===== config.mk =====
export PLATFORM = sky130hd
export DESIGN_NAME = uart_receiver_flat
export DESIGN_NICKNAME = d
export VERILOG_FILES = /design/src/rtl/uart_pkg.sv /design/src/rtl/uart_receiver_if.sv /design/src/rtl/uart_receiver_baud_controller.sv /design/src/rtl/uart_receiver.sv /design/src/flat_wrapper.sv
export SDC_FILE = /design/constraint.sdc
export NUM_CORES = 1
export LEC_CHECK = 0
export BUFFER_PORTS_ARGS = -buffer_cell sky130_fd_sc_hd__buf_2
export CAP_MARGIN = 20
export CORE_MARGIN = 2
export CORE_UTILIZATION = 55
export CTS_CLUSTER_SIZE = 28
export DETAILED_ROUTE_END_ITERATION = 8
export GPL_ROUTABILITY_DRIVEN = 0
export PLACE_DENSITY = 0.88
export SYNTH_ARGS = -nofsm -noshare
export SYNTH_HDL_FRONTEND = slang
export SYNTH_SLANG_ARGS = --single-unit

===== constraint.sdc =====
create_clock -name clk -period 2.9 [get_ports clk]
set_input_delay 0.435 -clock clk [delete_from_list [all_inputs] [get_ports clk]]
set_output_delay 0.435 -clock clk [all_outputs]
set_load 0.02 [all_outputs]

===== src/rtl/uart_pkg.sv =====
// Shared UART definitions: receiver FSM encodings, oversampling constants,
// baud_select names and the baud-rate divisor table (50 MHz system clock).
package uart_pkg;

   typedef enum logic [2:0] {
      RX_IDLE   = 3'd0,
      RX_START  = 3'd1,
      RX_DATA   = 3'd2,
      RX_PARITY = 3'd3,
      RX_STOP   = 3'd4
   } rx_state_e;

   localparam int unsigned SAMPLES_PER_BIT = 16;
   localparam int unsigned MID_SAMPLE      = 7;

   localparam logic [2:0] BAUD_300    = 3'b000;
   localparam logic [2:0] BAUD_1200   = 3'b001;
   localparam logic [2:0] BAUD_4800   = 3'b010;
   localparam logic [2:0] BAUD_9600   = 3'b011;
   localparam logic [2:0] BAUD_19200  = 3'b100;
   localparam logic [2:0] BAUD_38400  = 3'b101;
   localparam logic [2:0] BAUD_57600  = 3'b110;
   localparam logic [2:0] BAUD_115200 = 3'b111;

   // Clocks per oversampling tick: round(50e6 / (16 * baud)).
   function automatic logic [13:0] baud_divisor(input logic [2:0] sel);
      case (sel)
         BAUD_300:    return 14'd10417;
         BAUD_1200:   return 14'd2604;
         BAUD_4800:   return 14'd651;
         BAUD_9600:   return 14'd326;
         BAUD_19200:  return 14'd163;
         BAUD_38400:  return 14'd81;
         BAUD_57600:  return 14'd54;
         default:     return 14'd27;
      endcase
   endfunction

endpackage


===== src/rtl/uart_receiver_if.sv =====
// Receiver-side UART bus: rate/enable/line inputs and byte/status outputs.
interface uart_receiver_if;
   import uart_pkg::*;

   logic [2:0] baud_select;
   logic       Rx_EN;
   logic       RxD;
   logic [7:0] Rx_DATA;
   logic       Rx_VALID;
   logic       Rx_PERROR;
   logic       Rx_FERROR;
   logic       Rx_BUSY;

   modport master (
      output baud_select, Rx_EN, RxD,
      input  Rx_DATA, Rx_VALID, Rx_PERROR, Rx_FERROR, Rx_BUSY
   );

   modport slave (
      input  baud_select, Rx_EN, RxD,
      output Rx_DATA, Rx_VALID, Rx_PERROR, Rx_FERROR, Rx_BUSY
   );

endinterface


===== src/rtl/uart_receiver_baud_controller.sv =====
// baud_controller: free-running divider producing a one-clock enable at
// 16x the selected baud rate.
module baud_controller
   import uart_pkg::*;
(
   input  logic       reset,
   input  logic       clk,
   input  logic [2:0] baud_select,
   output logic       sample_ENABLE
);

   logic [13:0] cnt_q, cnt_d;
   logic [13:0] div;
   logic        tick;

   assign div  = baud_divisor(baud_select);
   // >= so a rate change to a shorter period never lets the counter run away.
   assign tick = (cnt_q >= (div - 14'd1));
   assign sample_ENABLE = tick;

   always_comb begin
      cnt_d = cnt_q + 14'd1;
      if (tick) cnt_d = '0;
   end

   always_ff @(posedge clk) begin
      if (reset) cnt_q <= '0;
      else       cnt_q <= cnt_d;
   end

endmodule


===== src/rtl/uart_receiver.sv =====
// 8E1 UART receiver with 16x oversampling. Define RX_MAJORITY_VOTE_EN for a
// 2-of-3 vote over samples 6/7/8 instead of a single mid-bit sample.
module uart_receiver
   import uart_pkg::*;
(
   input  logic            clk,
   input  logic            reset,
   uart_receiver_if.slave  bus
);

   localparam logic [3:0] LAST_CNT = 4'(SAMPLES_PER_BIT - 1);

   logic       Rx_sample_ENABLE;
   logic [1:0] sync_q;
   logic       rxd_s, rxd_prev_q;
   logic       bit_val;

   rx_state_e  state_q, state_d;
   logic [3:0] sample_q, sample_d;
   logic [2:0] bit_q, bit_d;
   logic [7:0] shift_q, shift_d;
   logic       par_q, par_d;
   logic [7:0] data_q, data_d;
   logic       valid_q, valid_d;
   logic       perr_q, perr_d;
   logic       ferr_q, ferr_d;

   baud_controller baud_controller_rx_inst (
      .reset         (reset),
      .clk           (clk),
      .baud_select   (bus.baud_select),
      .sample_ENABLE (Rx_sample_ENABLE)
   );

   always_ff @(posedge clk) begin
      if (reset) begin
         sync_q     <= '1;
         rxd_prev_q <= 1'b1;
      end else begin
         sync_q     <= {sync_q[0], bus.RxD};
         rxd_prev_q <= rxd_s;
      end
   end
   assign rxd_s = sync_q[1];

`ifdef RX_MAJORITY_VOTE_EN
   localparam logic [3:0] DECIDE_CNT = 4'(MID_SAMPLE + 1);
   logic s6_q, s7_q;

   always_ff @(posedge clk) begin
      if (reset) begin
         s6_q <= 1'b0;
         s7_q <= 1'b0;
      end else if (Rx_sample_ENABLE && state_q != RX_IDLE) begin
         if (sample_q == DECIDE_CNT - 4'd2) s6_q <= rxd_s;
         if (sample_q == DECIDE_CNT - 4'd1) s7_q <= rxd_s;
      end
   end
   assign bit_val = (s6_q & s7_q) | (s6_q & rxd_s) | (s7_q & rxd_s);
`else
   localparam logic [3:0] DECIDE_CNT = 4'(MID_SAMPLE);
   assign bit_val = rxd_s;
`endif

   always_comb begin
      state_d  = state_q;
      sample_d = sample_q;
      bit_d    = bit_q;
      shift_d  = shift_q;
      par_d    = par_q;
      data_d   = data_q;
      valid_d  = 1'b0;
      perr_d   = perr_q;
      ferr_d   = ferr_q;

      if (state_q != RX_IDLE && Rx_sample_ENABLE) sample_d = sample_q + 4'd1;

      if (!bus.Rx_EN) begin
         state_d = RX_IDLE;
      end else begin
         case (state_q)
            RX_IDLE: begin
               if (rxd_prev_q && !rxd_s) begin
                  sample_d = '0;
                  bit_d    = '0;
                  perr_d   = 1'b0;
                  ferr_d   = 1'b0;
                  state_d  = RX_START;
               end
            end
            RX_START: begin
               if (Rx_sample_ENABLE) begin
                  if (sample_q == DECIDE_CNT && bit_val) state_d = RX_IDLE;
                  else if (sample_q == LAST_CNT)         state_d = RX_DATA;
               end
            end
            RX_DATA: begin
               if (Rx_sample_ENABLE) begin
                  if (sample_q == DECIDE_CNT) shift_d[bit_q] = bit_val;
                  if (sample_q == LAST_CNT) begin
                     bit_d = bit_q + 3'd1;
                     if (bit_q == 3'd7) state_d = RX_PARITY;
                  end
               end
            end
            RX_PARITY: begin
               if (Rx_sample_ENABLE) begin
                  if (sample_q == DECIDE_CNT) par_d = bit_val;
                  if (sample_q == LAST_CNT)   state_d = RX_STOP;
               end
            end
            RX_STOP: begin
               // Completes half a bit early so a back-to-back start edge is seen.
               if (Rx_sample_ENABLE && sample_q == DECIDE_CNT) begin
                  data_d  = shift_q;
                  ferr_d  = !bit_val;
                  perr_d  = ((^shift_q) != par_q);
                  valid_d = bit_val && ((^shift_q) == par_q);
                  state_d = RX_IDLE;
               end
            end
            default: state_d = RX_IDLE;
         endcase
      end
   end

   always_ff @(posedge clk) begin
      if (reset) begin
         state_q  <= RX_IDLE;
         sample_q <= '0;
         bit_q    <= '0;
         shift_q  <= '0;
         par_q    <= 1'b0;
         data_q   <= 8'h00;
         valid_q  <= 1'b0;
         perr_q   <= 1'b0;
         ferr_q   <= 1'b0;
      end else begin
         state_q  <= state_d;
         sample_q <= sample_d;
         bit_q    <= bit_d;
         shift_q  <= shift_d;
         par_q    <= par_d;
         data_q   <= data_d;
         valid_q  <= valid_d;
         perr_q   <= perr_d;
         ferr_q   <= ferr_d;
      end
   end

   assign bus.Rx_DATA   = data_q;
   assign bus.Rx_VALID  = valid_q;
   assign bus.Rx_PERROR = perr_q;
   assign bus.Rx_FERROR = ferr_q;
   assign bus.Rx_BUSY   = (state_q != RX_IDLE);

endmodule


===== src/flat_wrapper.sv =====
// flat-port wrapper written by rule: the top's interface ports become plain ports
module uart_receiver_flat import uart_pkg::*;
  (clk, reset, bus_baud_select, bus_Rx_EN, bus_RxD, bus_Rx_DATA, bus_Rx_VALID, bus_Rx_PERROR, bus_Rx_FERROR, bus_Rx_BUSY);
  uart_receiver_if bus_i ();
  input  logic clk;
  input  logic reset;
  input wire logic [$bits(bus_i.baud_select)-1:0] bus_baud_select;
  input wire logic [$bits(bus_i.Rx_EN)-1:0] bus_Rx_EN;
  input wire logic [$bits(bus_i.RxD)-1:0] bus_RxD;
  output wire logic [$bits(bus_i.Rx_DATA)-1:0] bus_Rx_DATA;
  output wire logic [$bits(bus_i.Rx_VALID)-1:0] bus_Rx_VALID;
  output wire logic [$bits(bus_i.Rx_PERROR)-1:0] bus_Rx_PERROR;
  output wire logic [$bits(bus_i.Rx_FERROR)-1:0] bus_Rx_FERROR;
  output wire logic [$bits(bus_i.Rx_BUSY)-1:0] bus_Rx_BUSY;
  assign bus_i.baud_select = bus_baud_select;
  assign bus_i.Rx_EN = bus_Rx_EN;
  assign bus_i.RxD = bus_RxD;
  assign bus_Rx_DATA = bus_i.Rx_DATA;
  assign bus_Rx_VALID = bus_i.Rx_VALID;
  assign bus_Rx_PERROR = bus_i.Rx_PERROR;
  assign bus_Rx_FERROR = bus_i.Rx_FERROR;
  assign bus_Rx_BUSY = bus_i.Rx_BUSY;
  uart_receiver u_core (.clk(clk), .reset(reset), .bus(bus_i));
endmodule

==> Word level (Yosys, flattened, before mapping) <==
Cells that the tools add are included.
{ "op_classes": {"reduce_logical": 22, "magnitude_cmp": 3, "addsub": 4, "n_mux": 28, "eq_ne": 24, "n_bitwise": 3} }
{ "op_table": {"columns": ["cell", "count"], "rows": [
  ["case mux 14 bit (7 select lines)", 1],
  ["two-way mux 3 bit", 13],
  ["two-way mux 4 bit", 4],
  ["!= test 2 x 1 -> 1 bit (second input constant)", 8],
  ["== test 3 bit (second input constant)", 5],
  ["case mux 3 bit (5 select lines)", 1],
  ["adder 14 x 1 -> 14 bit (second input constant)", 1],
  [">= comparator 14 bit", 1],
  ["subtractor 14 x 1 -> 14 bit (second input constant)", 1],
  ["== test 3 x 2 -> 1 bit (second input constant)", 4],
  ["AND reduction 4 bit", 3],
  ["AND reduction 9 bit", 1],
  ["bitwise mux 8 bit", 1],
  ["parity 8 bit", 1],
  ["== test 3 x 1 -> 1 bit (second input constant)", 2],
  ["logical AND 1 bit", 6],
  ["zero test 3 bit", 2],
  ["case mux 3 bit (2 select lines)", 1],
  ["AND reduction 5 bit", 1],
  ["adder 4 x 1 -> 4 bit (second input constant)", 1],
  ["== test 4 x 3 -> 1 bit (second input constant)", 1],
  ["== test 4 bit (second input constant)", 1],
  ["less-than comparator 3 x 4 -> 1 bit (second input constant)", 1],
  ["two-way mux 1 bit", 4],
  ["other kinds (14)", 19]
]} }
{ "totals": {"output_inout_bits": 12, "elab_cells": 96, "ff_bits": 47} }

==> Depth between registers and ports, before layout <==
Gate-level depths: netlist (run 1).
{ "logic_depth": {"ltp_word": 9, "ltp_mapped": 17} }

==> Hierarchy <==
A second synthesis (run 1) with hierarchy kept.
{ "hier_totals": {"cells_unflattened": 309, "area_unflattened_um2": 2752.6} }
{ "by_module_without_submodules": {"columns": ["mod", "instances", "area_each_um2", "seq_area_each_um2", "cells_each"], "rows": [
  ["uart_receiver", 1, 1627.8, 660.6, 182],
  ["baud_controller", 1, 1124.8, 280.3, 127]
]} }

==> Worst setup path after synthesis (run 1) <==
OpenSTA, ideal clock, no wires.
{ "synth_path": {"path_type": "input-to-reg", "from": "input port bus_baud_select[0]", "to": "register u_core.state_q[1]", "t_arrival_ns": 2.977, "setup_slack_ns": -0.209, "path_stages": 16, "path_buffers": 2, "t_required_ns": 2.769, "cell_sequence": "clkbuf_1 -> inv_1 -> mux2i_1 -> ha_1 -> nor2_1 -> a21oi_1 -> nor2_1 -> a21oi_1 -> ha_1 -> nand4_1 -> a21oi_2 -> o311ai_2 -> nand2_1 -> buf_4 -> o31ai_2 -> o211ai_1"} }
{ "synth_between": {"elab_chain_cells": 7, "word_cells_on_any_way": 16} }
{ "synth_lines": {"columns": ["item", "line", "text"], "rows": [
  ["from (decl)", "flat_wrapper.sv:7", "input wire logic [$bits(bus_i.baud_select)-1:0] bus_baud_select;"],
  ["== test 3 bit, or another cell as far along", "uart_pkg.sv:27", "case (sel)"],
  ["case mux 14 bit (7 select lines) *", "uart_pkg.sv:27", null],
  ["subtractor 14 x 1 -> 14 bit *", "uart_receiver_baud_controller.sv:18", "assign tick = (cnt_q >= (div - 14'd1));"],
  [">= comparator 14 bit *", "uart_receiver_baud_controller.sv:18", null],
  ["logical AND 1 bit", "uart_receiver.sv:114", "if (Rx_sample_ENABLE && sample_q == DECIDE_CNT) begin"],
  ["!= test 2 x 1 -> 1 bit (no line)", null, null],
  ["AND reduction 9 bit (no line) *", null, null],
  ["to (signal assigned)", "uart_receiver.sv:139", "state_q <= state_d;"],
  ["to (decl)", "uart_receiver.sv:18", "rx_state_e state_q, state_d;"]
]} }
Every way passes the cells marked *; elsewhere a longest branch is shown, timed or not.
A chain may end at the register's enable or synchronous reset.

==> Worst setup path in the final report (run 1) <==
{ "layout_path": {"from": "input port bus_baud_select[0]", "to": "register u_core.data_q[3], in the netlist u_core.bus.Rx_DATA[3]"} }
{ "layout_between": {"elab_chain_cells": 6, "word_cells_on_any_way": 12} }
{ "layout_lines": {"columns": ["item", "line", "text"], "rows": [
  ["== test 3 bit, or another cell as far along", "uart_pkg.sv:27", null],
  ["case mux 14 bit (7 select lines) *", "uart_pkg.sv:27", null],
  ["subtractor 14 x 1 -> 14 bit *", "uart_receiver_baud_controller.sv:18", null],
  [">= comparator 14 bit *", "uart_receiver_baud_controller.sv:18", null],
  ["logical AND 1 bit *", "uart_receiver.sv:114", null],
  ["AND reduction 3 bit (no line) *", null, null],
  ["to (signal assigned)", "uart_receiver.sv:144", "data_q <= data_d;"],
  ["to (decl)", "uart_receiver.sv:23", "logic [7:0] data_q, data_d;"]
]} }
Marked as above.

==> impl_metrics.sql, run 1 <==
INSERT INTO impl_metrics (metric_group, metric, value, unit) VALUES
('critical_path', 'setup_crit_end_kind', 'flip-flop', ''),
('timing', 'min_period', '2.69', 'ns'),
('grt', 'grt_antenna_before_repair', '0', ''),
('detailed_routing', 'route.detailed.vias_per_inst', '5.70', ''),
('yosys', 'synth_xor_area_share', '7.43', '%'),
('clock_network', 'clockBufferDepth', '2', ''),
('detailed_routing', 'antenna_nets_post_route', '0', ''),
('timing', 'drv_slew', '0', ''),
('yosys', 'gate_count_post_synth', '311', ''),
('timing', 'final_worst_clock_skew', '0.00809', 'ns'),
('detailed_routing', 'dr_total_vias', '2304', ''),
('timing', 'totalNegativeSetupSlack', '0', 'ns'),
('clock_network', 'ctsRootBufferMaster', 'sky130_fd_sc_hd__clkbuf_8', ''),
('yosys', 'synth_simple_gate_area_share', '27.2', '%'),
('critical_path', 'rrSetupSlack', '0.80', 'ns'),
('detailed_routing', 'wl_per_cell', '14.9', 'µm'),
('yosys', 'post_synth.cell_area_avg', '9.09', 'µm²'),
('yosys', 'yosys_warnings', '0', ''),
('timing', 'max_slew_margin', '53.5', '%'),
('critical_path', 'required', '3.12', 'ns'),
('clock_network', 'clkSlewWorstSetupHoldPaths', '0.08', 'ns'),
('clock_network', 'cts-buffers-inserted', '5', ''),
('grt', 'grt_pass1_wl', '9800', 'µm'),
('timing', 'worst_margin_slew', '0.689', 'ns'),
('hold_path', 'hold_path.class', 'in2reg', ''),
('place', 'dp.cells', '393', ''),
('critical_path', 'critical_path_start_end_classification', 'in2reg', ''),
('detailed_routing', 'wirelength', '6040', 'µm'),
('floorplanning', 'dieHeight', '75.7', 'µm'),
('final_layout', 'finalCoreUtilization', '62.8', '%'),
('yosys', 'mappedNetlistArea', '2830', 'µm²'),
('critical_path', 'critical_path_peak_fanout', '8', ''),
('detailed_routing', 'drt_first_iter_violations', '225', ''),
('timing', 'timing.final.crit_share', '92.7', '%'),
('pwr', 'peakVddDrop', '0.480', 'mV'),
('clock_network', 'tritoncts_clock_tree', 'done', ''),
('final_layout', 'num_antenna_cells', '0', ''),
('timing', 'timing.fmax', '372', 'MHz'),
('floorplanning', 'boundaryPins', '19', ''),
('yosys', 'synth.area.mux_share', '6.73', '%'),
('pwr', 'power_per_cell_area', '402', 'nW/µm²'),
('grt', 'overflow', '0', ''),
('clock_network', 'clock_sinks', '47', ''),
('hold_path', 'hold_path.startpoint', 'bus_RxD', ''),
('place', 'dp.final_hpwl', '4170', 'µm'),
('critical_path', 'rr_startpoint', 'u_core.state_q[1]', ''),
('yosys', 'synth_top_family_by_area', 'simple AND/OR/NAND/NOR gates', ''),
('yosys', 'number_of_synthesized_register_bits', '47', ''),
('grt', 'first_global_vias', '2132', ''),
('floorplanning', 'die_width', '75.7', 'µm'),
('place', 'placement.io_buffers', '18', ''),
('floorplanning', 'rows', '26', ''),
('grt', 'grt_max_degree', '31', ''),
('yosys', 'synth-compound-area-share', '12.3', '%'),
('critical_path', 'worstSetupStartpointType', 'input port', ''),
('timing', 'setup-violations-final', '0', ''),
('yosys', 'post_synth_fa_ha_maj_area_fraction', '8.41', '%'),
('floorplanning', 'design.die.area', '5730', 'µm²'),
('critical_path', 'crit_path_start', 'bus_baud_select[0]', ''),
('yosys', 'synthDistinctLibCells', '59', ''),
('detailed_routing', 'drc', '0', ''),
('clock_network', 'cts.htree.levels', '2', ''),
('timing', 'worst_hold_slack', '0.324', 'ns'),
('pwr', 'fin_total_pwr', '1270', 'µW'),
('clock_network', 'clock_latency', '0.30', 'ns'),
('final_layout', 'design.final.nets', '359', ''),
('yosys', 'seq_area_frac_synth', '33.3', '%'),
('grt', 'gr_util_all_layers', '22.0', '%'),
('critical_path', 'arrival', '2.91', 'ns'),
('outcome', 'run_status', 'completed', ''),
('floorplanning', 'starting_density_of_the_core', '56.1', '%'),
('timing', 'timing.final.hold_violations', '0', ''),
('yosys', 'synth_top_flop_cell', 'sky130_fd_sc_hd__dfxtp_1', ''),
('final_layout', 'area_delta_synth_final', '11.9', '%'),
('pwr', 'p_leak', '0.00131', 'µW'),
('yosys', 'synth_async_sr_flop_share', '0', '%'),
('detailed_routing', 'firstDrtPassIters', '4', ''),
('final_layout', 'final_layout_size_suffix_gt1_share', '21.0', '%'),
('floorplanning', 'core', '5040', 'µm²'),
('run', 'cap_viol_max_count', '0', ''),
('final_layout', 'final_std_cells_w_o_fill', '404', ''),
('yosys', 'number_of_synthesized_flops_with_an_enable_pin', '0', '');
final cells by class:
class | instances | area [µm²]
fill | 383 | 1880
multi-input combinational | 243 | 1810
clock buffer | 6 | 82.6
inverter | 8 | 30.0
tap | 70 | 87.6
sequential | 47 | 941
timing repair buffer | 28 | 181
clock inverter | 2 | 35.0
synthesized netlist by cell type (4+ instances only):
master	n	area, µm²
sky130_fd_sc_hd__a21oi_1	17	85.1
sky130_fd_sc_hd__and3_1	7	43.8
sky130_fd_sc_hd__buf_6	4	45.0
sky130_fd_sc_hd__clkbuf_1	7	26.3
sky130_fd_sc_hd__dfxtp_1	47	941
sky130_fd_sc_hd__ha_1	19	238
sky130_fd_sc_hd__inv_1	7	26.3
sky130_fd_sc_hd__mux2i_1	19	190
sky130_fd_sc_hd__nand2_1	17	63.8
sky130_fd_sc_hd__nand2b_1	23	144
sky130_fd_sc_hd__nand3_1	24	120
sky130_fd_sc_hd__nand4_1	8	50.1
sky130_fd_sc_hd__nor2_1	18	67.6
sky130_fd_sc_hd__nor2_4	8	90.1
sky130_fd_sc_hd__nor2b_1	4	25.0
sky130_fd_sc_hd__xnor2_1	14	123
sky130_fd_sc_hd__xor2_1	10	87.6
state kept, by name (all words and copies together), names as in the netlist:
register / count
u_core.rxd_prev_q: 1
u_core.shift_q: 8
u_core.bus.Rx_DATA: 8
u_core.baud_controller_rx_inst.cnt_q: 14
u_core.bus.Rx_FERROR: 1
u_core.bit_q: 3
u_core.sample_q: 4
u_core.par_q: 1
u_core.sync_q: 2
u_core.bus.Rx_VALID: 1
u_core.state_q: 3
u_core.bus.Rx_PERROR: 1
critical path, stage by stage:
cell and delay (ns):
sky130_fd_sc_hd__buf_2 0.11, sky130_fd_sc_hd__inv_2 0.08, sky130_fd_sc_hd__mux2i_2 0.25, sky130_fd_sc_hd__ha_2 0.24, sky130_fd_sc_hd__nor2_1 0.05, sky130_fd_sc_hd__a21oi_1 0.12
sky130_fd_sc_hd__nor2_1 0.06, sky130_fd_sc_hd__a21oi_1 0.13, sky130_fd_sc_hd__ha_1 0.26, sky130_fd_sc_hd__nand2_1 0.07, sky130_fd_sc_hd__nor2_1 0.05, sky130_fd_sc_hd__o311ai_2 0.32
sky130_fd_sc_hd__nand2_1 0.14, sky130_fd_sc_hd__and3_2 0.25, sky130_fd_sc_hd__buf_12 0.15, sky130_fd_sc_hd__mux2i_2 0.18
what timing repair did:
item | 4_1_cts | 5_1_grt
endpoints found under the hold margin | 0 | 0
hold buffers | 0 | 0
buffers inserted | 0 | 1
resized for setup | 0 | 4
endpoints found under the setup margin | 0 | 19
worst paths after layout:
check,end,cells past startpoint
setup / recovery,u_core.bus.Rx_DATA[3],16
hold / removal,u_core.sync_q[0],2
setup reg to reg,u_core.state_q[2],4
hold reg to reg,u_core.sync_q[1],1
per-stage QoR:
step | setup WS (ns) | cell area [µm²]
3_3_place_gp | 0.0283 | 3010
3_5_place_dp | -0.0717 | 3010
2_1_floorplan | 0.0129 | 2850
6_report | 0.212 | 3160
4_1_cts | 0.194 | 3120
5_1_grt | -0.0146 | 3160
metal layers:
layer  global-route usage (%)  vias up  share of wire, %
met1                     30.0     1076                45
met4                     7.21        0               1.7
met5                        0        -                 0
met3                     3.70       15               4.2
li1                         -     1138                 -
met2                     35.6       75                49
cells by family (layout without fill, tap and decap cells):
logic type / Yosys count / after routing
fa+ha+maj: 19 / 19
flops: 47 / 47
buf+inv: 24 / 44
mux: 19 / 19
xor+xnor: 24 / 24
other cells: 1 / 2
simple gates: 131 / 133
compound gates: 46 / 46
cell usage in the layout, fill, tap and decap left out, types with 4 or more instances in the layout:
cell type,n
sky130_fd_sc_hd__nand3_1,24
sky130_fd_sc_hd__nand2b_1,23
sky130_fd_sc_hd__inv_1,6
sky130_fd_sc_hd__nor2_4,8
sky130_fd_sc_hd__nor2_1,18
sky130_fd_sc_hd__xor2_1,10
sky130_fd_sc_hd__mux2i_1,17
sky130_fd_sc_hd__nor2b_1,4
sky130_fd_sc_hd__clkbuf_8,6
sky130_fd_sc_hd__nand4_1,8
sky130_fd_sc_hd__ha_1,18
sky130_fd_sc_hd__dfxtp_1,47
sky130_fd_sc_hd__xnor2_1,14
sky130_fd_sc_hd__buf_2,18
sky130_fd_sc_hd__and3_1,6
sky130_fd_sc_hd__nand2_1,17
sky130_fd_sc_hd__a21oi_1,17
sky130_fd_sc_hd__buf_4,8
where the power goes:
| group | internal (µW) | switching, µW |
|---|---|---|
| Combinational | 51.5 | 71.7 |
| Sequential | 651 | 6.52 |
| Clock | 279 | 214 |
Power figures use the tool's default switching activity.
==> run 2, diff against run 1 <==
--- a/config.mk
+++ b/config.mk
@@ -5,6 +5,7 @@
 export SDC_FILE = /design/constraint.sdc
 export NUM_CORES = 1
 export LEC_CHECK = 0
+export ABC_AREA = 1
 export BUFFER_PORTS_ARGS = -buffer_cell sky130_fd_sc_hd__buf_2
 export CAP_MARGIN = 20
 export CORE_MARGIN = 2
@@ -12,7 +13,7 @@
 export CTS_CLUSTER_SIZE = 28
 export DETAILED_ROUTE_END_ITERATION = 8
 export GPL_ROUTABILITY_DRIVEN = 0
-export PLACE_DENSITY = 0.88
+export PLACE_DENSITY = 0.76
 export SYNTH_ARGS = -nofsm -noshare
 export SYNTH_HDL_FRONTEND = slang
 export SYNTH_SLANG_ARGS = --single-unit
==> run 2 against run 1 <==
  * Fmax up 1.9%
  * Clock skew is 0.0014 ns higher
  * Critical endpoint is now u_core.shift_q[6]
  * Highest routed layer unchanged
  * Total power shrank 5.3%
  * Largest cell class unchanged
  * Synthesized cell count rose by 44%
  * Clock power fell by 18%
  * Sequential power grew 0.6%
  * Clock-buffer cell count decreased by 1
  * Global-route usage down 1.3 points
  * Via count up 15%
  * Sequential share of layout area shrank 0.70 points
  * Die area grew 3.1%
  * Wire length down 3.4%
==> impl_metrics.sql, run 2 <==
INSERT INTO impl_metrics (metric_group, metric, value, unit) VALUES
('grt', 'first_global_vias', '2394', ''),
('pwr', 'p_leak', '0.00166', 'µW'),
('final_layout', 'mostFrequentLayoutCell', 'sky130_fd_sc_hd__nand2_1', ''),
('final_layout', 'largest_register_ffs', '14', ''),
('timing', 'worst_margin_slew', '0.617', 'ns'),
('place', 'dpl_worst_slack', '-0.0705', 'ns'),
('final_layout', 'final_cell_mix', '117 x sky130_fd_sc_hd__nand2_1, 75 x sky130_fd_sc_hd__inv_1, 73 x sky130_fd_sc_hd__nor2_1', ''),
('floorplanning', 'core', '5110', 'µm²'),
('yosys', 'synthTopCellsByCount', '117 x sky130_fd_sc_hd__nand2_1, 76 x sky130_fd_sc_hd__inv_1, 73 x sky130_fd_sc_hd__nor2_1', ''),
('hold_path', 'hold_path.class', 'in2reg', ''),
('yosys', 'synthDistinctLibCells', '32', ''),
('hold_path', 'worstHoldEndpoint', 'u_core.sync_q[0]', ''),
('pwr', 'power_per_cell_area', '372', 'nW/µm²'),
('critical_path', 'setup_crit_end_kind', 'flip-flop', ''),
('yosys', 'synth_top_flop_cell', 'sky130_fd_sc_hd__dfxtp_1', ''),
('grt', 'grt_antenna_before_repair', '0', ''),
('critical_path', 'rr_startpoint', 'u_core.baud_controller_rx_inst.cnt_q[9]', ''),
('timing', 'setup-violations-final', '0', ''),
('critical_path', 'worstSetupStartpointType', 'input port', ''),
('floorplanning', 'rows', '26', ''),
('run', 'cap_viol_max_count', '0', ''),
('critical_path', 'number_of_buffers_and_inverters_on_the_critical_path', '5', ''),
('yosys', 'top_area_cell_type_share_of_the_netlist_area', '32.2', '%'),
('yosys', 'number_of_synthesized_flops_with_an_enable_pin', '0', ''),
('grt', 'grt_pass1_wl', '10000', 'µm'),
('yosys', 'seq_area_frac_synth', '32.2', '%'),
('pwr', 'peakVddDrop', '0.292', 'mV'),
('timing', 'min_period', '2.64', 'ns'),
('detailed_routing', 'highest_layer', 'met4', ''),
('timing', 'timing.fmax', '379', 'MHz'),
('detailed_routing', 'firstDrtPassIters', '5', ''),
('grt', 'overflow', '0', ''),
('detailed_routing', 'drc', '0', ''),
('grt', 'grt_max_degree', '22', ''),
('timing', 'timing.final.hold_violations', '0', ''),
('yosys', 'synth.most_common_cell', 'sky130_fd_sc_hd__nand2_1', ''),
('hold_path', 'hold_path.startpoint', 'bus_RxD', ''),
('yosys', 'synth.area.top_cells', 'sky130_fd_sc_hd__dfxtp_1 32%, sky130_fd_sc_hd__nand2_1 15%, sky130_fd_sc_hd__inv_1 9.8%', ''),
('critical_path', 'worst-r2r-cell-count', '12', ''),
('critical_path', 'arrival', '2.88', 'ns'),
('hold_path', 'hold_path_depth', '2', ''),
('yosys', 'mappedNetlistArea', '2920', 'µm²'),
('yosys', 'netlist.top_cell.by_area', 'sky130_fd_sc_hd__dfxtp_1', ''),
('detailed_routing', 'wirelength', '5830', 'µm'),
('clock_network', 'tritoncts_clock_tree', 'done', ''),
('critical_path', 'crit_chain', 'buf_2 > inv_1 > o21ai_0 > inv_1 > ha_1 > inv_1 > nand2_1 > a21oi_1 > o21ai_0 > ha_1 > nand2_1 > nor2_1 > nand2_1 > nand3_1 > nand2_2 > nand3_2 > nand2_4 > nor2_8 > buf_4 > nand3_2 > a21oi_2', ''),
('place', 'placement.io_buffers', '18', ''),
('timing', 'totalNegativeSetupSlack', '0', 'ns'),
('critical_path', 'reg2reg_to', 'u_core.bus.Rx_FERROR', ''),
('final_layout', 'final_layout_size_suffix_gt1_share', '12.5', '%'),
('timing', 'fin_ws', '0.262', 'ns'),
('detailed_routing', 'met3_length', '137', 'µm'),
('final_layout', 'design.final.nets', '505', ''),
('floorplanning', 'die_width', '76.9', 'µm'),
('clock_network', 'clkSlewWorstSetupHoldPaths', '0.09', 'ns'),
('floorplanning', 'starting_density_of_the_core', '57.2', '%'),
('place', 'dp.final_hpwl', '4510', 'µm'),
('critical_path', 'rrSetupSlack', '0.95', 'ns'),
('yosys', 'synth_async_sr_flop_share', '0', '%'),
('floorplanning', 'dieHeight', '76.9', 'µm'),
('detailed_routing', 'wirelength_met1', '2700', 'µm'),
('final_layout', 'num_antenna_cells', '0', ''),
('grt', 'gr_util_all_layers', '20.7', '%'),
('critical_path', 'critical_path_start_end_classification', 'in2reg', ''),
('yosys', 'yosys_warnings', '0', ''),
('detailed_routing', 'dr_total_vias', '2641', ''),
('floorplanning', 'design.die.area', '5910', 'µm²'),
('floorplanning', 'boundaryPins', '19', ''),
('critical_path', 'critical-path-max-stage-delay', '0.28', 'ns'),
('detailed_routing', 'antenna_nets_post_route', '0', ''),
('yosys', 'number_of_synthesized_register_bits', '47', ''),
('clock_network', 'clock_sinks', '47', ''),
('critical_path', 'critical_path_peak_fanout', '6', ''),
('timing', 'rsz_0062_raised_after_global_routing', 'false', ''),
('critical_path', 'cpMaxStageDelayCell', 'sky130_fd_sc_hd__ha_1', ''),
('detailed_routing', 'met2WireLength', '2920', 'µm'),
('clock_network', 'clockBufferDepth', '2', ''),
('final_layout', 'largest_reg_by_ff_count', 'u_core.baud_controller_rx_inst.cnt_q', ''),
('yosys', 'gate_count_post_synth', '448', ''),
('clock_network', 'clock_latency', '0.31', 'ns'),
('pwr', 'fin_total_pwr', '1210', 'µW'),
('detailed_routing', 'drt_first_iter_violations', '70', ''),
('timing', 'timing.final.crit_share', '91.0', '%'),
('clock_network', 'cts_hold_repair.buffers', '0', ''),
('clock_network', 'cts.htree.levels', '2', ''),
('outcome', 'run_status', 'completed', ''),
('critical_path', 'critPathTopFamily', 'simple AND/OR/NAND/NOR gates', ''),
('clock_network', 'ctsRootBufferMaster', 'sky130_fd_sc_hd__clkbuf_8', ''),
('yosys', 'post_synth.cell_area_avg', '6.52', 'µm²'),
('timing', 'drv_slew', '0', ''),
('timing', 'final_worst_clock_skew', '0.00950', 'ns'),
('detailed_routing', 'wl_per_cell', '10.6', 'µm'),
('timing', 'max_slew_margin', '58.8', '%'),
('clock_network', 'cts-buffers-inserted', '5', ''),
('final_layout', 'area_delta_synth_final', '11.0', '%'),
('detailed_routing', 'route.detailed.vias_per_inst', '4.80', ''),
('final_layout', 'finalCoreUtilization', '63.4', '%'),
('critical_path', 'required', '3.14', 'ns'),
('timing', 'worst_hold_slack', '0.313', 'ns');
## run 2: cell types whose count changed in the layout (fill, tap and decap cells not counted), sizes merged, moves of 4 or more
cell and change:
nand4 +7, nor2b -4, inv +69, o21ai +7, and2 -5, nand2 +104
nand2b -25, xnor2 -11, nor2 +49, and3 -7, mux2i -19, nor3 +5
## run 2: where the power goes
group / internal, µW / switching, µW / total, µW
logic: 53.6 / 89.5 / 143
clock network: 172 / 230 / 402
registers: 652 / 8.53 / 661
## run 2: worst register-to-register path, stage by stage, from the launching register on
cell	delay [ns]
sky130_fd_sc_hd__dfxtp_1	0.44
sky130_fd_sc_hd__ha_1	0.28
sky130_fd_sc_hd__nand2_1	0.06
sky130_fd_sc_hd__nand2_1	0.04
sky130_fd_sc_hd__nand2_1	0.06
sky130_fd_sc_hd__nand2_1	0.05
sky130_fd_sc_hd__nor2_2	0.21
sky130_fd_sc_hd__nand3_2	0.15
sky130_fd_sc_hd__nand2_4	0.14
sky130_fd_sc_hd__nand2_1	0.15
sky130_fd_sc_hd__nand2_1	0.11
sky130_fd_sc_hd__nand3_1	0.07
sky130_fd_sc_hd__o21ai_1	0.10
## run 2: final cells by class
cell class              count  area (µm²)
clock buffers               5        68.8
clock inverters             3        25.0
fillers                   496        1870
inverters                  77         289
multi-input cells         318        1650
flip-flops and latches     47         941
well taps                  70        87.6
repair buffers             30         180
## run 2: timing repair
action | in CTS | in global routing
buffers inserted | 0 | 1
gates resized for setup | 0 | 2
endpoints found under the setup margin | 0 | 10
## run 2: cell families after synthesis
group	after synthesis	share of synthesized area [%]
AO/OA/AOI/OAI	34	6.43
buffers and inverters	85	11.8
flip-flops	47	32.2
other	1	0.128
AND/OR/NAND/NOR	252	38.3
XOR/XNOR	10	3.00
adder cells (fa/ha/maj)	19	8.14
## run 2: routing by layer
layer / vias to the layer above / global-route usage [%]
met5: - / 0
met4: 0 / 7.27
met2: 22 / 37.7
met1: 1158 / 24.2
li1: 1454 / -
met3: 7 / 3.53
## run 2: worst max-delay path by stage
stage | from | to | slack (ns) | cells past startpoint
3_3_place_gp | bus_baud_select[2] | u_core.bus.Rx_DATA[4] | 0.04 | 22
4_1_cts | bus_baud_select[0] | u_core.bus.Rx_DATA[7] | 0.26 | 23
2_1_floorplan | bus_baud_select[0] | u_core.bus.Rx_DATA[3] | 0.24 | 21
6_report | bus_baud_select[2] | u_core.shift_q[6] | 0.26 | 21
5_1_grt | bus_baud_select[2] | u_core.bus.Rx_DATA[6] | 0.0008 | 22
3_5_place_dp | bus_baud_select[0] | u_core.bus.Rx_DATA[7] | -0.07 | 23
## run 2: metrics by stage
stage,instance area [µm²],std cells
3_3_place_gp,3130,540
6_report,3240,550
2_1_floorplan,2920,449
5_1_grt,3240,550
3_5_place_dp,3130,540
4_1_cts,3220,548
==> run 3, diff against run 2 <==
--- a/config.mk
+++ b/config.mk
@@ -6,7 +6,7 @@
 export NUM_CORES = 1
 export LEC_CHECK = 0
 export ABC_AREA = 1
-export BUFFER_PORTS_ARGS = -buffer_cell sky130_fd_sc_hd__buf_2
+export BUFFER_PORTS_ARGS = -buffer_cell sky130_fd_sc_hd__buf_4
 export CAP_MARGIN = 20
 export CORE_MARGIN = 2
 export CORE_UTILIZATION = 55
==> run 3 against run 2 <==
  * Largest cell class unchanged
  * Cell area grew 3.9%
  * Flip-flop and latch count is the same
  * Global-route usage grew 0.65 points
  * Die area is the same
  * First-iteration DRC count grew 4.3%
  * Clock-buffer cell count is the same
  * Sequential power is essentially flat
  * Wire length grew 0.84%
  * Largest power group unchanged
  * Via count grew 1.1%
  * Hold slack gained 0.0067 ns
==> impl_metrics.sql, run 3 (synthesis gave the netlist of run 2 again) <==
INSERT INTO impl_metrics (metric_group, metric, value, unit) VALUES
('hold_path', 'hold_path.class', 'in2reg', ''),
('grt', 'gr_util_all_layers', '21.3', '%'),
('detailed_routing', 'drc', '0', ''),
('grt', 'grt_antenna_before_repair', '0', ''),
('critical_path', 'critical_path_peak_fanout', '5', ''),
('final_layout', 'final_layout_size_suffix_gt1_share', '13.5', '%'),
('run', 'cap_viol_max_count', '0', ''),
('outcome', 'run_status', 'completed', ''),
('final_layout', 'area_used_by_multi_input_combinational_logic', '1660', 'µm²'),
('timing', 'min_period', '2.65', 'ns'),
('grt', 'overflow', '0', ''),
('detailed_routing', 'firstDrtPassIters', '5', ''),
('pwr', 'peakVddDrop', '0.248', 'mV'),
('clock_network', 'ctsRootBufferMaster', 'sky130_fd_sc_hd__clkbuf_8', ''),
('hold_path', 'hold_path_depth', '2', ''),
('floorplanning', 'boundaryPins', '19', ''),
('clock_network', 'clkSlewWorstSetupHoldPaths', '0.09', 'ns'),
('clock_network', 'clock_sinks', '47', ''),
('timing', 'final_worst_clock_skew', '0.00496', 'ns'),
('grt', 'first_global_vias', '2519', ''),
('timing', 'timing.fmax', '377', 'MHz'),
('detailed_routing', 'dr_total_vias', '2670', ''),
('final_layout', 'area.sequential', '941', 'µm²'),
('final_layout', 'design.final.nets', '508', ''),
('critical_path', 'worst-r2r-cell-count', '13', ''),
('timing', 'timing.final.hold_violations', '0', ''),
('final_layout', 'area_delta_synth_final', '15.3', '%'),
('detailed_routing', 'drt_first_iter_violations', '73', ''),
('floorplanning', 'die_width', '76.9', 'µm'),
('final_layout', 'largest_register_ffs', '14', ''),
('timing', 'worst_margin_slew', '0.524', 'ns'),
('clock_network', 'cts-buffers-inserted', '5', ''),
('clock_network', 'cts.htree.levels', '2', ''),
('critical_path', 'required', '3.11', 'ns'),
('pwr', 'p_leak', '0.00169', 'µW'),
('floorplanning', 'starting_density_of_the_core', '57.2', '%'),
('pwr', 'fin_total_pwr', '1380', 'µW'),
('place', 'placement.io_buffers', '18', ''),
('clock_network', 'clock_latency', '0.30', 'ns'),
('final_layout', 'mostFrequentLayoutCell', 'sky130_fd_sc_hd__nand2_1', ''),
('clock_network', 'clockBufferDepth', '2', ''),
('floorplanning', 'design.die.area', '5910', 'µm²'),
('grt', 'grt_pass1_wl', '10400', 'µm'),
('critical_path', 'worstSetupStartpointType', 'input port', ''),
('detailed_routing', 'antenna_nets_post_route', '0', ''),
('place', 'dpl_worst_slack', '-0.140', 'ns'),
('floorplanning', 'rows', '26', ''),
('grt', 'grt_max_degree', '18', ''),
('timing', 'timing.final.crit_share', '91.4', '%'),
('floorplanning', 'core', '5110', 'µm²'),
('critical_path', 'critical_path_start_end_classification', 'in2reg', ''),
('pwr', 'power_per_cell_area', '410', 'nW/µm²'),
('final_layout', 'largest_reg_by_ff_count', 'u_core.baud_controller_rx_inst.cnt_q', ''),
('place', 'dp.final_hpwl', '4530', 'µm'),
('clock_network', 'cts_hold_repair.buffers', '0', ''),
('clock_network', 'tritoncts_clock_tree', 'done', ''),
('timing', 'fin_ws', '0.249', 'ns'),
('detailed_routing', 'wl_per_cell', '10.6', 'µm'),
('detailed_routing', 'wirelength', '5880', 'µm'),
('floorplanning', 'dieHeight', '76.9', 'µm'),
('detailed_routing', 'route.detailed.vias_per_inst', '4.83', ''),
('final_layout', 'final_cell_mix', '117 x sky130_fd_sc_hd__nand2_1, 75 x sky130_fd_sc_hd__inv_1, 72 x sky130_fd_sc_hd__nor2_1', ''),
('final_layout', 'num_antenna_cells', '0', ''),
('timing', 'drv_slew', '0', ''),
('timing', 'setup-violations-final', '0', ''),
('critical_path', 'setup_crit_end_kind', 'flip-flop', ''),
('timing', 'max_slew_margin', '65.0', '%'),
('critical_path', 'arrival', '2.86', 'ns'),
('final_layout', 'filler_cell_count', '497', '');
==> run 3: cell type report <==
class / count / area share [%]
sequential: 47 / 28.0
timing repair buffer: 33 / 7.36
inverter: 77 / 8.59
tap: 70 / 2.60
multi-input combinational: 318 / 49.4
clock buffer: 5 / 2.04
clock inverter: 3 / 2.01
==> run 3: where the power goes <==
part | total (µW) | switching [µW] | internal (µW)
combinational | 152 | 92.6 | 59.5
clock | 566 | 223 | 344
sequential | 660 | 8.39 | 652
==> run 3: timing repair <==
item                                    CTS  global route
buffers inserted                          0             3
gates resized for setup                   0             6
endpoints found under the setup margin    0            39
==> run 3: stage by stage <==
| step | cell area [µm²] | utilization (%) | instances | setup TNS, ns | hold WS, ns |
|---|---|---|---|---|---|
| global placement | 3180 | 62.3 | 541 | 0 | 0.398 |
| finish | 3370 | 65.9 | 553 | 0 | 0.320 |
| floorplan | 2920 | - | 449 | 0 | 0.389 |
| detailed placement | 3180 | 62.3 | 541 | -2.00 | 0.408 |
| CTS | 3320 | 64.9 | 549 | 0 | 0.311 |
| global route | 3370 | 65.9 | 553 | -0.0749 | 0.300 |
==> run 3: path summary, 6_finish.rpt <==
path	startpoint	end	slack (ns)
setup / recovery	bus_baud_select[0]	u_core.bus.Rx_DATA[5]	0.25
hold / removal	bus_RxD	u_core.sync_q[0]	0.32
setup reg to reg	u_core.baud_controller_rx_inst.cnt_q[13]	u_core.bus.Rx_DATA[5]	0.97
hold reg to reg	u_core.sync_q[0]	u_core.sync_q[1]	0.43
==> run 3: critical path, cell delays in order <==
cell and delay (ns):
sky130_fd_sc_hd__buf_4 0.13, sky130_fd_sc_hd__inv_2 0.09, sky130_fd_sc_hd__nand2_1 0.09, sky130_fd_sc_hd__o21ai_2 0.08
sky130_fd_sc_hd__inv_1 0.07, sky130_fd_sc_hd__ha_1 0.21, sky130_fd_sc_hd__inv_1 0.08, sky130_fd_sc_hd__nand2_1 0.06
sky130_fd_sc_hd__a21oi_1 0.11, sky130_fd_sc_hd__o21ai_0 0.09, sky130_fd_sc_hd__ha_1 0.28, sky130_fd_sc_hd__nand2_1 0.08
sky130_fd_sc_hd__nor2_2 0.14, sky130_fd_sc_hd__nand2_1 0.07, sky130_fd_sc_hd__nand3_1 0.08, sky130_fd_sc_hd__nand2_2 0.06
sky130_fd_sc_hd__nand3_2 0.09, sky130_fd_sc_hd__nand2_4 0.10, sky130_fd_sc_hd__nor2_8 0.19, sky130_fd_sc_hd__buf_4 0.14
sky130_fd_sc_hd__nand3_1 0.07, sky130_fd_sc_hd__nand2_1 0.08, sky130_fd_sc_hd__nor2_1 0.04
==> run 3: routing by layer <==
metal / GRT usage [%] / wire length (µm) / up-vias
met3: 4.71 / 195 / 8
met4: 6.91 / 82 / 0
li1: - / - / 1456
met2: 37.5 / 2890 / 45
met5: 0 / 0 / -
met1: 25.8 / 2710 / 1161
